## config.mk

```make
export PLATFORM = sky130hd
export DESIGN_NAME = parking_gate_arbiter
export DESIGN_NICKNAME = d
export VERILOG_FILES = /design/src/rtl/parking_gate_arbiter.sv
export SDC_FILE = /design/constraint.sdc
export NUM_CORES = 1
export LEC_CHECK = 0
export BUFFER_PORTS_ARGS = -buffer_cell sky130_fd_sc_hd__buf_2
export CAP_MARGIN = 20
export CORE_MARGIN = 3
export CORE_UTILIZATION = 54
export CTS_CLUSTER_DIAMETER = 60
export DETAILED_ROUTE_END_ITERATION = 10
export PLACE_DENSITY = 0.77
export SETUP_SLACK_MARGIN = 0.5
export SLEW_MARGIN = 10
export SYNTH_ARGS = -nofsm -noshare
export SYNTH_HDL_FRONTEND = slang
export SYNTH_SLANG_ARGS = --single-unit
```

## constraint.sdc

```tcl
create_clock -name clk -period 2.6 [get_ports clk]
set_input_delay 0.52 -clock clk [delete_from_list [all_inputs] [get_ports clk]]
set_output_delay 0.52 -clock clk [all_outputs]
set_load 0.02 [all_outputs]
```

## src/rtl/parking_gate_arbiter.sv

```systemverilog
// Barrier gate arbiter: shares one gate between the entry and exit lanes, tracks lot
// occupancy, refuses entry when the lot is full and closes an open gate that nobody uses.
module parking_gate_arbiter #(
  parameter int CAPACITY    = 8,
  parameter int CNT_W       = 4,
  parameter int OPEN_CYCLES = 16,
  parameter int TMR_W       = 5
) (
  input  logic             clk,
  input  logic             reset,
  input  logic             entry_req,
  input  logic             exit_req,
  input  logic             car_passed,
  output logic             entry_grant,
  output logic             exit_grant,
  output logic             gate_open,
  output logic             deny_entry,
  output logic             timeout,
  output logic             full,
  output logic             empty,
  output logic [CNT_W-1:0] occupancy
);

  typedef enum logic [1:0] {IDLE, OPEN_IN, OPEN_OUT, CLOSE} state_t;

  localparam logic [CNT_W-1:0] CAP_C    = CNT_W'(CAPACITY);
  localparam logic [TMR_W-1:0] TMR_LAST = TMR_W'(OPEN_CYCLES - 1);

  state_t           state_q, state_d;
  logic [TMR_W-1:0] timer_q, timer_d;
  logic [CNT_W-1:0] occ_q, occ_d;
  logic             last_exit_q, last_exit_d;
  logic             entry_grant_q, entry_grant_d;
  logic             exit_grant_q, exit_grant_d;
  logic             gate_open_q, gate_open_d;
  logic             deny_q, deny_d;
  logic             timeout_q, timeout_d;
  logic             full_q, full_d;
  logic             empty_q, empty_d;
  logic             ent_ok, ext_ok, pick_exit;

  function automatic logic [CNT_W-1:0] sat_inc(input logic [CNT_W-1:0] v);
    return (v >= CAP_C) ? v : v + 1'b1;
  endfunction

  function automatic logic [CNT_W-1:0] sat_dec(input logic [CNT_W-1:0] v);
    return (v == '0) ? v : v - 1'b1;
  endfunction

  always_comb begin
    ent_ok    = entry_req & ~full_q;
    ext_ok    = exit_req & ~empty_q;
    // On a tie the lane not served last wins; last_exit_q=0 after reset, so exit goes first.
    pick_exit = ext_ok & (~ent_ok | ~last_exit_q);

    state_d       = state_q;
    timer_d       = timer_q;
    occ_d         = occ_q;
    last_exit_d   = last_exit_q;
    gate_open_d   = gate_open_q;
    entry_grant_d = 1'b0;
    exit_grant_d  = 1'b0;
    deny_d        = 1'b0;
    timeout_d     = 1'b0;

    unique case (state_q)
      IDLE: begin
        timer_d = '0;
        deny_d  = entry_req & full_q & ~ext_ok;
        if (pick_exit) begin
          state_d      = OPEN_OUT;
          exit_grant_d = 1'b1;
          last_exit_d  = 1'b1;
          gate_open_d  = 1'b1;
        end else if (ent_ok) begin
          state_d       = OPEN_IN;
          entry_grant_d = 1'b1;
          last_exit_d   = 1'b0;
          gate_open_d   = 1'b1;
        end
      end
      OPEN_IN, OPEN_OUT: begin
        if (car_passed) begin
          occ_d       = (state_q == OPEN_IN) ? sat_inc(occ_q) : sat_dec(occ_q);
          state_d     = CLOSE;
          gate_open_d = 1'b0;
        end else if (timer_q == TMR_LAST) begin
          timeout_d   = 1'b1;
          state_d     = CLOSE;
          gate_open_d = 1'b0;
        end else begin
          timer_d = timer_q + 1'b1;
        end
      end
      default: begin
        timer_d     = '0;
        gate_open_d = 1'b0;
        state_d     = IDLE;
      end
    endcase

    full_d  = (occ_d == CAP_C);
    empty_d = (occ_d == '0);
  end

  always_ff @(posedge clk or posedge reset) begin
    if (reset) begin
      state_q       <= IDLE;
      timer_q       <= '0;
      occ_q         <= '0;
      last_exit_q   <= 1'b0;
      entry_grant_q <= 1'b0;
      exit_grant_q  <= 1'b0;
      gate_open_q   <= 1'b0;
      deny_q        <= 1'b0;
      timeout_q     <= 1'b0;
      full_q        <= 1'b0;
      empty_q       <= 1'b1;
    end else begin
      state_q       <= state_d;
      timer_q       <= timer_d;
      occ_q         <= occ_d;
      last_exit_q   <= last_exit_d;
      entry_grant_q <= entry_grant_d;
      exit_grant_q  <= exit_grant_d;
      gate_open_q   <= gate_open_d;
      deny_q        <= deny_d;
      timeout_q     <= timeout_d;
      full_q        <= full_d;
      empty_q       <= empty_d;
    end
  end

  assign entry_grant = entry_grant_q;
  assign exit_grant  = exit_grant_q;
  assign gate_open   = gate_open_q;
  assign deny_entry  = deny_q;
  assign timeout     = timeout_q;
  assign full        = full_q;
  assign empty       = empty_q;
  assign occupancy   = occ_q;

endmodule

```

Yosys cells after proc, flatten, opt, wreduce, memory -nomap -nowiden:

Cells that the tools add are included.

* input bits: 5
* bits in latches: 0
* bits in read-only memories: 0
* memories: 0
* word-level logic and storage cells: 71
* register bits after elaboration: 19
* bits in writable memories: 0
* output and inout bits: 11

* equal/unequal tests: 8
* multipliers: 0
* $lt $le $gt $ge: 1
* $add $sub $neg: 3
* mux-type cells: 29
* bitwise operators: 11
* reduce and logical (&&, ||, !) cells: 8
* divide/modulo/power cells: 0
* shifts and indexed selects: 0

Operators by type and width (number)
* two-way mux 4 bit: 5
* two-way mux 1 bit: 15
* two-way mux 5 bit: 3
* zero test 4 bit: 2
* two-way mux 2 bit: 4
* != test 3 bit (second input constant): 2
* AND reduction 2 bit: 3
* adder 5 x 1 -> 5 bit (second input constant): 1
* AND 1 bit: 5
* == test 5 x 4 -> 1 bit (second input constant): 1
* inverter 1 bit: 5
* adder 4 x 1 -> 4 bit (second input constant): 1
* == test 4 bit (second input constant): 1
* >= comparator 4 bit (second input constant): 1
* != test 2 bit (second input constant): 2
* one-hot mux 2 bit (2 select lines): 1
* subtractor 4 x 1 -> 4 bit (second input constant): 1
* == test 2 x 1 -> 1 bit (second input constant): 1
* == test 2 bit (second input constant): 1
* zero test 2 bit: 1
* one-hot mux 1 bit (2 select lines): 1
* nonzero test 2 bit: 1
* OR reduction 2 bit: 1
* bitwise OR 1 bit: 1

Longest topological paths before layout:

Gate-level depths: netlist (run 1).

* depth in word-level cells: 7
* mapped depth: 7
* mapped depth without buffers: 7

Least setup slack after synthesis (run 1):

No wires, ideal clock.

* path kind: reg2reg
* from: register timer_q[0]
* to: register timer_q[3]
* library setup time: 119 ps
* required time: 2481 ps
* slack: 783 ps
* stages on the path, launching flop included: 8
* arrival time: 1698 ps
* period minus slack after synthesis: 1817 ps
* buffers on the path: 0
* cell sequence: dfrtp_1 > ha_1 > and3_1 > ha_1 > nor2_1 > nand4_1 > xnor2_1 > and2_1

* word-level cells in the longest chain between the ends: 4
* elaborated cells on any way between the ends: 7
* those cells by class: 1 x add/sub; 2 x eq/ne; 3 x mux; 1 x reduce/logical

Ends and longest elaborated chain
* start: declaration: RTL line 30 `logic [TMR_W-1:0] timer_q, timer_d;`
* start signal: assignment: RTL line 121 `timer_q <= timer_d;`
* adder 5 x 1 -> 5 bit: RTL line 92 `timer_d = timer_q + 1'b1;`
* two-way mux 5 bit: RTL line 87 `end else if (timer_q == TMR_LAST) begin`
* two-way mux 5 bit: RTL line 83 `if (car_passed) begin`
* two-way mux 5 bit: RTL line 66 `unique case (state_q)`

Several ways; a longest one is shown, not always the timed one. The select of a mux whose other input is x is not followed.
A chain may end at the register's enable or synchronous reset.

Worst setup path in the final report (run 1):

* from: register state_q[0]
* to: register full_q (netlist: full)

* word-level cells in the longest chain between the ends: 5
* elaborated cells on any way between the ends: 7
* those cells by class: 3 x eq/ne; 3 x mux; 1 x reduce/logical

Ends and longest elaborated chain
* start: declaration: RTL line 29 `state_t state_q, state_d;`
* start signal: assignment: RTL line 120 `state_q <= state_d;`
* == test 2 x 1 -> 1 bit: RTL line 66, 84
* two-way mux 4 bit: RTL line 84 `occ_d = (state_q == OPEN_IN) ? sat_inc(occ_q) : sat_dec(occ_q);`
* two-way mux 4 bit: RTL line 83
* two-way mux 4 bit *: RTL line 66
* == test 4 bit *: RTL line 102 `full_d = (occ_d == CAP_C);`
* net full_d: RTL line 38 `logic full_q, full_d;`
* end signal: assignment: RTL line 129 `full_q <= full_d;`
* end: declaration: RTL line 38

Mark *: on every way through the listed nets, which the timed path passes. The rest lies on a longest branch.

==> results of run 1 <==
[metal layers]
metal,vias up,GRT usage
met5,-,0
met4,0,0.0829
met3,4,0.0574
met2,15,0.278
met1,389,0.198
li1,394,-
[through the flow]
stage | utilization | total power [W] | instance area, um^2
after CTS | 0.649 | 0.00137 | 1140
after global routing | 0.655 | 0.00148 | 1150
after detailed placement | 0.632 | 0.00120 | 1110
after global placement | 0.632 | 0.00117 | 1110
final | 0.655 | 0.00136 | 1150
after floorplan | - | 0.00104 | 1020
[area by class of cell]
type / instances / area (um^2) / share of cell area
Tap cell: 25 / 31.3 / 0.0271
Clock buffer: 3 / 22.5 / 0.0195
Timing Repair Buffer: 15 / 75.1 / 0.0650
Sequential cell: 19 / 477 / 0.413
Clock inverter: 1 / 5.00 / 0.00433
Inverter: 6 / 22.5 / 0.0195
Multi-Input combinational cell: 76 / 522 / 0.452
[registers in the layout (all words and copies together) (netlist names)]
name,count
last_exit_q,1
state_q,2
timer_q,5
occupancy,4
timeout,1
full,1
gate_open,1
empty,1
deny_entry,1
entry_grant,1
exit_grant,1
[cells by family (layout without fill, tap and decap cells)]
logic type               Yosys count  after routing  synth area share
AND/OR/NAND/NOR                   43             43             0.226
AO/OA/AOI/OAI                     21             21             0.142
flip-flops                        19             19             0.466
buffers and inverters              8             25            0.0367
adder cells (fa/ha/maj)            7              7            0.0856
XOR/XNOR                           4              4            0.0342
multiplexers                       1              1           0.00978
[path summary, 6_finish.rpt]
| kind | from | to | slack, ns | depth (start not counted) |
|---|---|---|---|---|
| setup / recovery | state_q[0] | full | 0.63 | 6 |
| hold / removal | reset | state_q[0] | 0.31 | 2 |
| setup reg to reg | state_q[0] | full | 0.63 | 6 |
| hold reg to reg | last_exit_q | last_exit_q | 0.51 | 1 |
| max in group asynchronous | reset | timer_q[2] | 1.86 | 2 |
| min in group clk | car_passed | timeout | 0.44 | 2 |
[what timing repair did]
item,in CTS,in global routing
resized for setup,1,2
endpoints found under the setup margin,1,2
buffers inserted,0,0
[cells in the mapped netlist (2+ instances only)]
cell,number,area [um^2]
nand2b_1,3,18.8
nand2_1,12,45.0
nand4_1,2,12.5
inv_1,6,22.5
o21ai_0,4,20.0
nand3b_1,2,15.0
xnor2_1,3,26.3
dfrtp_1,18,450
nand4b_1,2,17.5
nor2_1,10,37.5
a21oi_1,5,25.0
and2_1,3,18.8
and3_1,2,12.5
o31ai_1,2,15.0
ha_1,7,87.6
[worst reg2reg max path, delay by kind of cell, from the launching register on]
kind | cells | cell delay, ns
and+or+nand+nor | 3 | 0.69
adders and majority gates | 1 | 0.44
DFF | 1 | 0.41
AOI/OAI and AO/OA | 1 | 0.25
buffers and inverters | 1 | 0.06
[power groups by stage]
stage               logic, W  clock network, W  registers [W]
floorplan           0.000478                 0       0.000561
global placement    0.000661                 0       0.000511
detailed placement  0.000688                 0       0.000513
CTS                 0.000698          0.000159       0.000509
global route        0.000783          0.000166       0.000531
finish              0.000703          0.000150       0.000511
==> flow_metrics.env, run 1 <==
export IMPL_status="completed"
export IMPL_cp_num_buf_inv=1
export IMPL_rsz0062_at_grt="false"
export IMPL_holdCritPathClass="input pin to async pin"
export IMPL_wl_per_cell_um=12.9
export IMPL_cp_end_kind="flop"
export IMPL_grt_overflow=0
export IMPL_dp_cells=141
export IMPL_dieWidth_um=49.5
export IMPL_layout_commonest_cell="dfrtp_1"
export IMPL_drive_above_1_share=0.217
export IMPL_cts_root_buffer="clkbuf_4"
export IMPL_cts_max_level=1
export IMPL_required_ns=2.80
export IMPL_switchingPower_w=0.000613
export IMPL_synth_area_um2=1020
export IMPL_syn_inst=103
export IMPL_cts_clk_slew_worst_paths_ns=0.10
export IMPL_instances_no_fill=145
export IMPL_avgSynthCellArea_um2=9.94
export IMPL_numPortBuffers=15
export IMPL_hold_slack_ns=0.306
export IMPL_pre_cts_ws_ns=0.502
export IMPL_ys_ff_latch=19
export IMPL_slowest_stage="ha_2"
export IMPL_num_vias=802
export IMPL_p_per_area_nw_per_um2=1180
export IMPL_holdBufCountCts=0
export IMPL_swShare=0.449
export IMPL_grt_pass1_vias=739
export IMPL_max_stage_delay_ns=0.44
export IMPL_cts_sinks=19
export IMPL_p_clk_frac=0.110
export IMPL_antenna_found_initial=0
export IMPL_cts_buffers=3
export IMPL_p_leak_nw=0.568
export IMPL_n_fill_cell=161
export IMPL_tns_ns=0
export IMPL_die_area_um2=2450
export IMPL_ys_flop_type="dfrtp_1"
export IMPL_grt_start_max_net_pins=20
export IMPL_yosys_warnings=0
export IMPL_max_slew_margin=0.534
export IMPL_ys_seq_area_frac=0.466
export IMPL_cts_buffer_depth=2
export IMPL_path_cells="inv_1 -> ha_2 -> nand2_1 -> or3_1 -> a32oi_2 -> nor3b_2"
export IMPL_antenna_left=0
export IMPL_fin_nets=133
export IMPL_n_antenna_cell=0
export IMPL_tightest_slew_ns=0.699
export IMPL_drtIter0Drc=21
export IMPL_dr_wl_met3_um=78
export IMPL_route_met2_wl_um=951
export IMPL_p_seq_frac=0.375
export IMPL_crit_fanout=14
export IMPL_max_freq_ghz=0.509
export IMPL_die_y_um=49.5
export IMPL_setup_violations=0
export IMPL_fin_ws_ns=0.634
export IMPL_hold_viol=0
export IMPL_area_growth_synth_to_final_pct=12.8
export IMPL_start_util=0.580
export IMPL_grt_pass1_wl_mm=3.13
export IMPL_dpl_hpwl_mm=1.35
export IMPL_internal_power_w=0.000752
export IMPL_p_comb_frac=0.515
export IMPL_highest_layer="met4"
export IMPL_drc=0
export IMPL_ir_drop_mv=0.611
export IMPL_io_pins=16
export IMPL_placementRows=15
export IMPL_slew_violations=0
export IMPL_crit_arrival_ns=2.16
export IMPL_skew_ns=0.00264
export IMPL_drt_total_wl_mm=1.88
export IMPL_finalCritPeriodShare=0.756
export IMPL_startpoint_type="flop"
export IMPL_final_min_clock_period_ns=1.97
export IMPL_synth_edf_count=0
export IMPL_cts_tree="built"
export IMPL_place_gp_congestion=0.793
export IMPL_m1WireLength_um=824
export IMPL_drtPass1Iterations=4
export IMPL_cap_violations=0
export IMPL_viasPerCell=5.53
export IMPL_synthArstFlopShare=1.00
export IMPL_crit_family="simple AND/OR/NAND/NOR gates"
export IMPL_core_um2=1760
export IMPL_critPathKind="flop to flop"
export IMPL_ys_types=37
export IMPL_track_usage=0.170
export IMPL_mostFrequentLayoutCells="dfrtp_1, buf_2, nand2_1"
export IMPL_clk_latency_ns=0.31
export IMPL_synth_fp_nets=115
Note: power is estimated with default switching activity, not from simulation.
==> run 2, diff against run 1 <==
Settings changed: ABC_AREA set to 1, CORE_UTILIZATION 54 to 55.
Clock period 2.6 ns to 2 ns, I/O delays scaled along.
==> run 2 against run 1 <==
  * Non-clock buffer count up 13
  * Critical path depth up 4
  * Global-route usage up 2.7 points
  * Count of clock-buffer cells in the layout unchanged
  * Synthesized cell count up 31%
  * Clock power up 27%
  * Wire length up 21%
  * Die area up 1.8%
  * Sequential power up 21%
  * Critical path type unchanged
  * Largest cell class unchanged
==> flow_metrics.env, run 2 <==
export IMPL_highest_layer="met4"
export IMPL_place_gp_congestion=0.818
export IMPL_m1WireLength_um=920
export IMPL_hold_slack_ns=0.178
export IMPL_die_y_um=50.0
export IMPL_drtPass1Iterations=4
export IMPL_fin_area_um2=1340
export IMPL_wl_per_cell_um=11.9
export IMPL_multi_input_area_um2=517
export IMPL_placementRows=15
export IMPL_dpl_hpwl_mm=1.55
export IMPL_skew_ns=0.0118
export IMPL_dr_wl_met3_um=128
export IMPL_grt_pass1_wl_mm=3.66
export IMPL_ys_flop_type="dfrtp_1"
export IMPL_synthArstFlopShare=1.00
export IMPL_cts_root_buffer="clkbuf_4"
export IMPL_core_um2=1780
export IMPL_numPortBuffers=15
export IMPL_ys_ff_latch=19
export IMPL_mostFrequentLayoutCells="nand2_1, inv_1, dfrtp_1"
export IMPL_die_area_um2=2500
export IMPL_setup_violations=0
export IMPL_cap_violations=0
export IMPL_grt_overflow=0
export IMPL_placed_cell_area_um2=1170
export IMPL_pre_cts_ws_ns=0.367
export IMPL_rsz0062_at_grt="true"
export IMPL_p_per_area_nw_per_um2=1620
export IMPL_finalCritPeriodShare=0.803
export IMPL_slowest_stage="dfrtp_1"
export IMPL_holdCritPathClass="input pin to async pin"
export IMPL_dieWidth_um=50.0
export IMPL_drtIter0Drc=35
export IMPL_cts_tree="built"
export IMPL_tns_ns=0
export IMPL_cp_num_buf_inv=1
export IMPL_status="completed"
export IMPL_route_met2_wl_mm=1.18
export IMPL_cts_buffer_depth=2
export IMPL_area_growth_synth_to_final_pct=26.0
export IMPL_grt_start_max_net_pins=20
export IMPL_final_min_clock_period_ns=1.61
export IMPL_num_vias=971
export IMPL_layout_area_seq_um2=478
export IMPL_avgSynthCellArea_um2=7.88
export IMPL_largest_register_ffs=5
export IMPL_n_antenna_cell=0
export IMPL_cp_end_kind="flop"
export IMPL_max_stage_delay_ns=0.41
export IMPL_clk_latency_ns=0.30
export IMPL_io_pins=16
export IMPL_cts_buffers=3
export IMPL_cts_max_level=1
export IMPL_ys_seq_area_frac=0.448
export IMPL_yosysMostFrequentCell="nand2_1"
export IMPL_tightest_slew_ns=0.691
export IMPL_synth_top_cell_by_area="dfrtp_1"
export IMPL_grt_pass1_vias=893
export IMPL_critPathKind="flop to flop"
export IMPL_yosys_warnings=0
export IMPL_path_cells="ha_2 -> nand2_1 -> nor2_1 -> ha_2 -> nor2_4 -> inv_2 -> nor2_4 -> nand3_2 -> o21ai_2 -> a21oi_1"
export IMPL_layout_commonest_cell="nand2_1"
export IMPL_dp_cells=174
export IMPL_cts_clk_slew_worst_paths_ns=0.11
export IMPL_slew_violations=0
export IMPL_ys_types=22
export IMPL_crit_family="simple AND/OR/NAND/NOR gates"
export IMPL_track_usage=0.197
export IMPL_synth_area_um2=1060
export IMPL_drc=0
export IMPL_crit_fanout=3
export IMPL_drive_above_1_share=0.355
export IMPL_startpoint_type="flop"
export IMPL_instances_no_fill=191
export IMPL_n_fill_cell=123
export IMPL_synth_fp_nets=147
export IMPL_drt_total_wl_mm=2.28
export IMPL_holdBufCountCts=0
export IMPL_syn_inst=135
export IMPL_synth_edf_count=0
export IMPL_ys_top_cells_by_area="dfrtp_1, nand2_1, inv_1"
export IMPL_yosysTopAreaCellShare=0.424
export IMPL_hold_viol=0
export IMPL_max_slew_margin=0.539
export IMPL_viasPerCell=5.08
export IMPL_fin_ws_ns=0.393
export IMPL_netlist_top_cells_count="nand2_1, inv_1, dfrtp_1"
export IMPL_regMostFlops="timer_q"
export IMPL_p_leak_nw=0.716
export IMPL_start_util=0.596
export IMPL_antenna_found_initial=0
export IMPL_fin_nets=179
export IMPL_cts_sinks=19
export IMPL_antenna_left=0
export IMPL_required_ns=2.18
export IMPL_max_freq_ghz=0.622
export IMPL_ir_drop_mv=1.03
export IMPL_crit_arrival_ns=1.79
## run 2: power by group
group	internal, W	switching, W	total (W)
combinational	0.000561	0.000804	0.00137
sequential	0.000518	0.000101	0.000619
clock	0.0000747	0.000116	0.000190
## run 2: cell type report
class                   count  share of cell area
inverters                  30              0.0850
well taps                  25              0.0233
multi-input cells          85               0.386
clock buffers               3              0.0168
clock inverters             1             0.00373
flip-flops and latches     19               0.357
repair buffers             28               0.129
## run 2: logic make-up (layout without fill, tap and decap cells)
kind of cell,count (synthesis),after routing,synth area share
adders and majority gates,7,7,0.0823
AOI/OAI and AO/OA,15,15,0.0753
DFF,19,19,0.448
xor gates and xnor gates,1,1,0.00824
buffers and inverters,31,62,0.114
and+or+nand+nor,62,62,0.272
## run 2: repair_timing
item | 4_1_cts | 5_1_grt
gates resized for setup | 4 | 11
endpoints found under the setup margin | 6 | 10
setup buffers | 4 | 9
pin swaps | 3 | 1
## run 2: per-stage QoR
stage           util  power (W)
2_1_floorplan      -    0.00144
3_3_place_gp   0.658    0.00164
3_5_place_dp   0.658    0.00168
4_1_cts        0.702    0.00197
5_1_grt        0.752    0.00239
6_report       0.752    0.00217
## run 2: final timing paths
| path | startpoint | to | slack [ns] | cells after the start |
|---|---|---|---|---|
| worst max-delay path | timer_q[0] | timer_q[3] | 0.39 | 10 |
| worst min-delay path | reset | occupancy[2] | 0.18 | 2 |
| worst max register to register | timer_q[0] | timer_q[3] | 0.39 | 10 |
| worst min register to register | gate_open | gate_open | 0.51 | 2 |
| max in group asynchronous | reset | occupancy[0] | 1.33 | 2 |
| min in group clk | entry_req | deny_entry | 0.33 | 3 |
## run 2: layer usage
| layer | GRT usage | up-vias |
|---|---|---|
| li1 | - | 484 |
| met1 | 0.224 | 446 |
| met2 | 0.337 | 34 |
| met3 | 0.0574 | 7 |
| met4 | 0.0922 | 0 |
| met5 | 0 | - |
==> run 3, diff against run 2 <==
Clock period 2 ns to 1.6 ns, I/O delays scaled along.
==> run 3 against run 2 <==
  * The flow now stops in global routing (5_1_grt)
  * Synthesized area did not move
  * Synthesized cell count did not move
==> flow_metrics.env, run 3 <==
export IMPL_ys_top_cells_by_area="dfrtp_1, nand2_1, inv_1"
export IMPL_synth_area_um2=1060
export IMPL_holdBufCountCts=0
export IMPL_cts_root_buffer="clkbuf_4"
export IMPL_lastStage="global routing (5_1_grt)"
export IMPL_yosys_warnings=0
export IMPL_synth_fp_nets=147
export IMPL_cts_sinks=19
export IMPL_ys_types=22
export IMPL_die_y_um=50.0
export IMPL_cts_max_level=1
export IMPL_cts_buffer_depth=2
export IMPL_placementRows=15
export IMPL_ys_flop_type="dfrtp_1"
export IMPL_stop_error="[ERROR DPL-0033] detailed placement checks failed during check placement."
export IMPL_grt_start_max_net_pins=20
export IMPL_worst_ep_kind="sequential cell input"
export IMPL_antenna_found_initial=0
export IMPL_yosysTopAreaCellShare=0.424
export IMPL_synthArstFlopShare=1.00
export IMPL_yosysMostFrequentCell="nand2_1"
export IMPL_numPortBuffers=15
export IMPL_dpl_hpwl_mm=1.72
export IMPL_io_pins=16
export IMPL_dieWidth_um=50.0
export IMPL_start_util=0.596
export IMPL_syn_inst=135
export IMPL_ys_ff_latch=19
export IMPL_synth_edf_count=0
export IMPL_avgSynthCellArea_um2=7.88
export IMPL_synth_top_cell_by_area="dfrtp_1"
export IMPL_place_gp_congestion=0.818
export IMPL_netlist_top_cells_count="nand2_1, inv_1, dfrtp_1"
export IMPL_ys_seq_area_frac=0.448
export IMPL_worst_endpoint="timer_q[3]$_DFFE_PP0P_/D"
export IMPL_status="stopped before the end"
export IMPL_cts_buffers=3
run 3: cell counts after synthesis:
Identical to the previous run, type by type.
run 3: logic make-up after synthesis:
group           share of synthesized area
compound gates                     0.0753
xor+xnor                          0.00824
fa+ha+maj                          0.0823
buf+inv                             0.114
flops                               0.448
simple gates                        0.272
run 3: repair_timing:
| item | 4_1_cts |
|---|---|
| setup endpoints to repair | 29 |
| gates resized for setup | 52 |
| pin swaps | 14 |
| setup buffers | 21 |
run 3: metrics by stage:
stage / std cells / setup slack (ns) / instance area [um^2] / TNS [ns] / utilization
CTS: 201 / 0.0878 / 1580 / 0 / 0.886
detailed placement: 176 / -0.0329 / 1220 / -0.0329 / 0.687
global placement: 176 / 0.0526 / 1220 / 0 / 0.687
floorplan: 135 / 0.107 / 1110 / 0 / -
==> run 4, diff against run 3 <==
Settings changed: CORE_AREA set to 3 3 64 66, CORE_MARGIN 3 to not set, CORE_UTILIZATION 55 to not set, CTS_CLUSTER_DIAMETER 60 to not set, DIE_AREA set to 0 0 67 69, PLACE_DENSITY 0.77 to not set, PLACE_DENSITY_LB_ADDON set to 0.15, SETUP_SLACK_MARGIN 0.5 to not set.
==> run 4 against run 3 <==
  * The flow now finishes without violations
==> flow_metrics.env, run 4 (synthesis gave the netlist of run 2 again) <==
export IMPL_layout_commonest_cell="inv_1"
export IMPL_swShare=0.470
export IMPL_cts_root_buffer="clkbuf_8"
export IMPL_hold_slack_ns=0.315
export IMPL_fin_nets=175
export IMPL_grt_pass1_vias=863
export IMPL_wl_per_cell_um=11.0
export IMPL_p_seq_frac=0.278
export IMPL_p_leak_nw=0.718
export IMPL_n_fill_cell=415
export IMPL_drtPass1Iterations=4
export IMPL_cp_num_buf_inv=1
export IMPL_max_freq_ghz=0.642
export IMPL_cap_violations=0
export IMPL_crit_fanout=3
export IMPL_drt_total_wl_mm=2.31
export IMPL_mostFrequentLayoutCells="inv_1, nand2_1, dfrtp_1"
export IMPL_max_stage_delay_ns=0.39
export IMPL_fin_ws_ns=0.0419
export IMPL_drc=0
export IMPL_num_vias=915
export IMPL_hold_viol=0
export IMPL_start_util=0.293
export IMPL_rsz0062_at_grt="true"
export IMPL_ir_drop_mv=0.503
export IMPL_status="completed"
export IMPL_die_area_um2=4620
export IMPL_rrSetupSlack_ns=0.04
export IMPL_pre_cts_ws_ns=-0.0756
export IMPL_grt_overflow=0
export IMPL_p_comb_frac=0.598
export IMPL_dieWidth_um=67
export IMPL_drive_above_1_share=0.309
export IMPL_placementRows=22
export IMPL_regMostFlops="timer_q"
export IMPL_n_antenna_cell=0
export IMPL_cts_clk_slew_worst_paths_ns=0.07
export IMPL_tightest_slew_ns=0.249
export IMPL_grt_start_max_net_pins=15
export IMPL_die_y_um=69
export IMPL_skew_ns=0.00409
export IMPL_clk_latency_ns=0.26
export IMPL_dpl_hpwl_mm=1.71
export IMPL_final_min_clock_period_ns=1.56
export IMPL_required_ns=1.75
export IMPL_p_per_area_nw_per_um2=1980
export IMPL_place_gp_congestion=0.847
export IMPL_setup_violations=0
export IMPL_core_um2=3630
export IMPL_numPortBuffers=15
export IMPL_startpoint_type="flop"
export IMPL_critPathKind="flop to flop"
export IMPL_track_usage=0.108
export IMPL_cts_tree="built"
export IMPL_cts_buffers=3
export IMPL_cts_buffer_depth=2
export IMPL_antenna_found_initial=0
export IMPL_crit_arrival_ns=1.70
export IMPL_antenna_left=0
export IMPL_drtIter0Drc=53
export IMPL_switchingPower_w=0.00128
export IMPL_finalCritPeriodShare=0.974
export IMPL_cts_max_level=1
export IMPL_area_growth_synth_to_final_pct=29.1
export IMPL_crit_family="simple AND/OR/NAND/NOR gates"
export IMPL_internal_power_w=0.00144
export IMPL_max_slew_margin=0.832
export IMPL_cts_sinks=19
export IMPL_slew_violations=0
export IMPL_grt_pass1_wl_mm=3.86
export IMPL_holdCritPathClass="input pin to flop"
export IMPL_slowest_stage="dfrtp_1"
export IMPL_p_clk_frac=0.123
export IMPL_largest_register_ffs=5
export IMPL_path_cells="ha_2 -> nand2_1 -> nor2_1 -> ha_2 -> nor2_4 -> inv_2 -> nor2_4 -> nand3_2 -> o21ai_1 -> a21oi_1"
export IMPL_viasPerCell=4.36
export IMPL_cp_end_kind="flop"
export IMPL_io_pins=16
==> run 4: worst paths after layout <==
check	endpoint	start	cells after the start
worst max-delay path	timer_q[3]	timer_q[1]	10
worst min-delay path	deny_entry	entry_req	3
worst max register to register	timer_q[3]	timer_q[1]	10
worst min register to register	gate_open	gate_open	2
max in group asynchronous	empty	reset	4
min in group asynchronous	timer_q[3]	reset	3
==> run 4: layout make-up <==
| cell class | instances | area [um^2] | share of cell area |
|---|---|---|---|
| multi-input cells | 85 | 532 | 0.387 |
| flip-flops and latches | 19 | 477 | 0.347 |
| repair buffers | 24 | 145 | 0.106 |
| inverters | 30 | 114 | 0.0830 |
| well taps | 48 | 60.1 | 0.0438 |
| clock buffers | 4 | 45.0 | 0.0328 |
==> run 4: tightest hold or removal path: cells and delay by family <==
kind                   cells  cell delay [ns]
buffers and inverters      1             0.11
AND/OR/NAND/NOR            2             0.11
==> run 4: per-layer routing <==
metal	global-route usage	wire length, um
met3	0.0293	83
met1	0.152	1150
met5	0	0
met2	0.158	1050
met4	0.0338	25
==> run 4: what timing repair did <==
| item | in CTS | in global routing |
|---|---|---|
| cloned | 0 | 0 |
| hold buffers | 1 | 0 |
| setup endpoints to repair | 3 | 8 |
| endpoints found under the hold margin | 5 | 0 |
| setup buffers | 2 | 1 |
| gates resized for setup | 4 | 10 |
| pin swaps | 1 | 3 |
==> run 4: per-stage QoR <==
stage                      util  std cells  cell area, um^2  setup TNS [ns]  power, W
after floorplan               -        135             1060               0   0.00180
after global placement    0.338        202             1230        -0.00271   0.00215
after detailed placement  0.338        202             1230          -0.109   0.00217
after CTS                 0.362        209             1320               0   0.00259
after global routing      0.378        210             1370         -0.0786   0.00299
final                     0.378        210             1370               0   0.00271
==> run 4: power groups by stage <==
stage	logic (W)	registers (W)	clock network (W)
after floorplan	0.000928	0.000870	0
after global placement	0.00139	0.000765	0
after detailed placement	0.00140	0.000768	0
after CTS	0.00148	0.000755	0.000351
after global routing	0.00183	0.000779	0.000378
final	0.00162	0.000756	0.000334
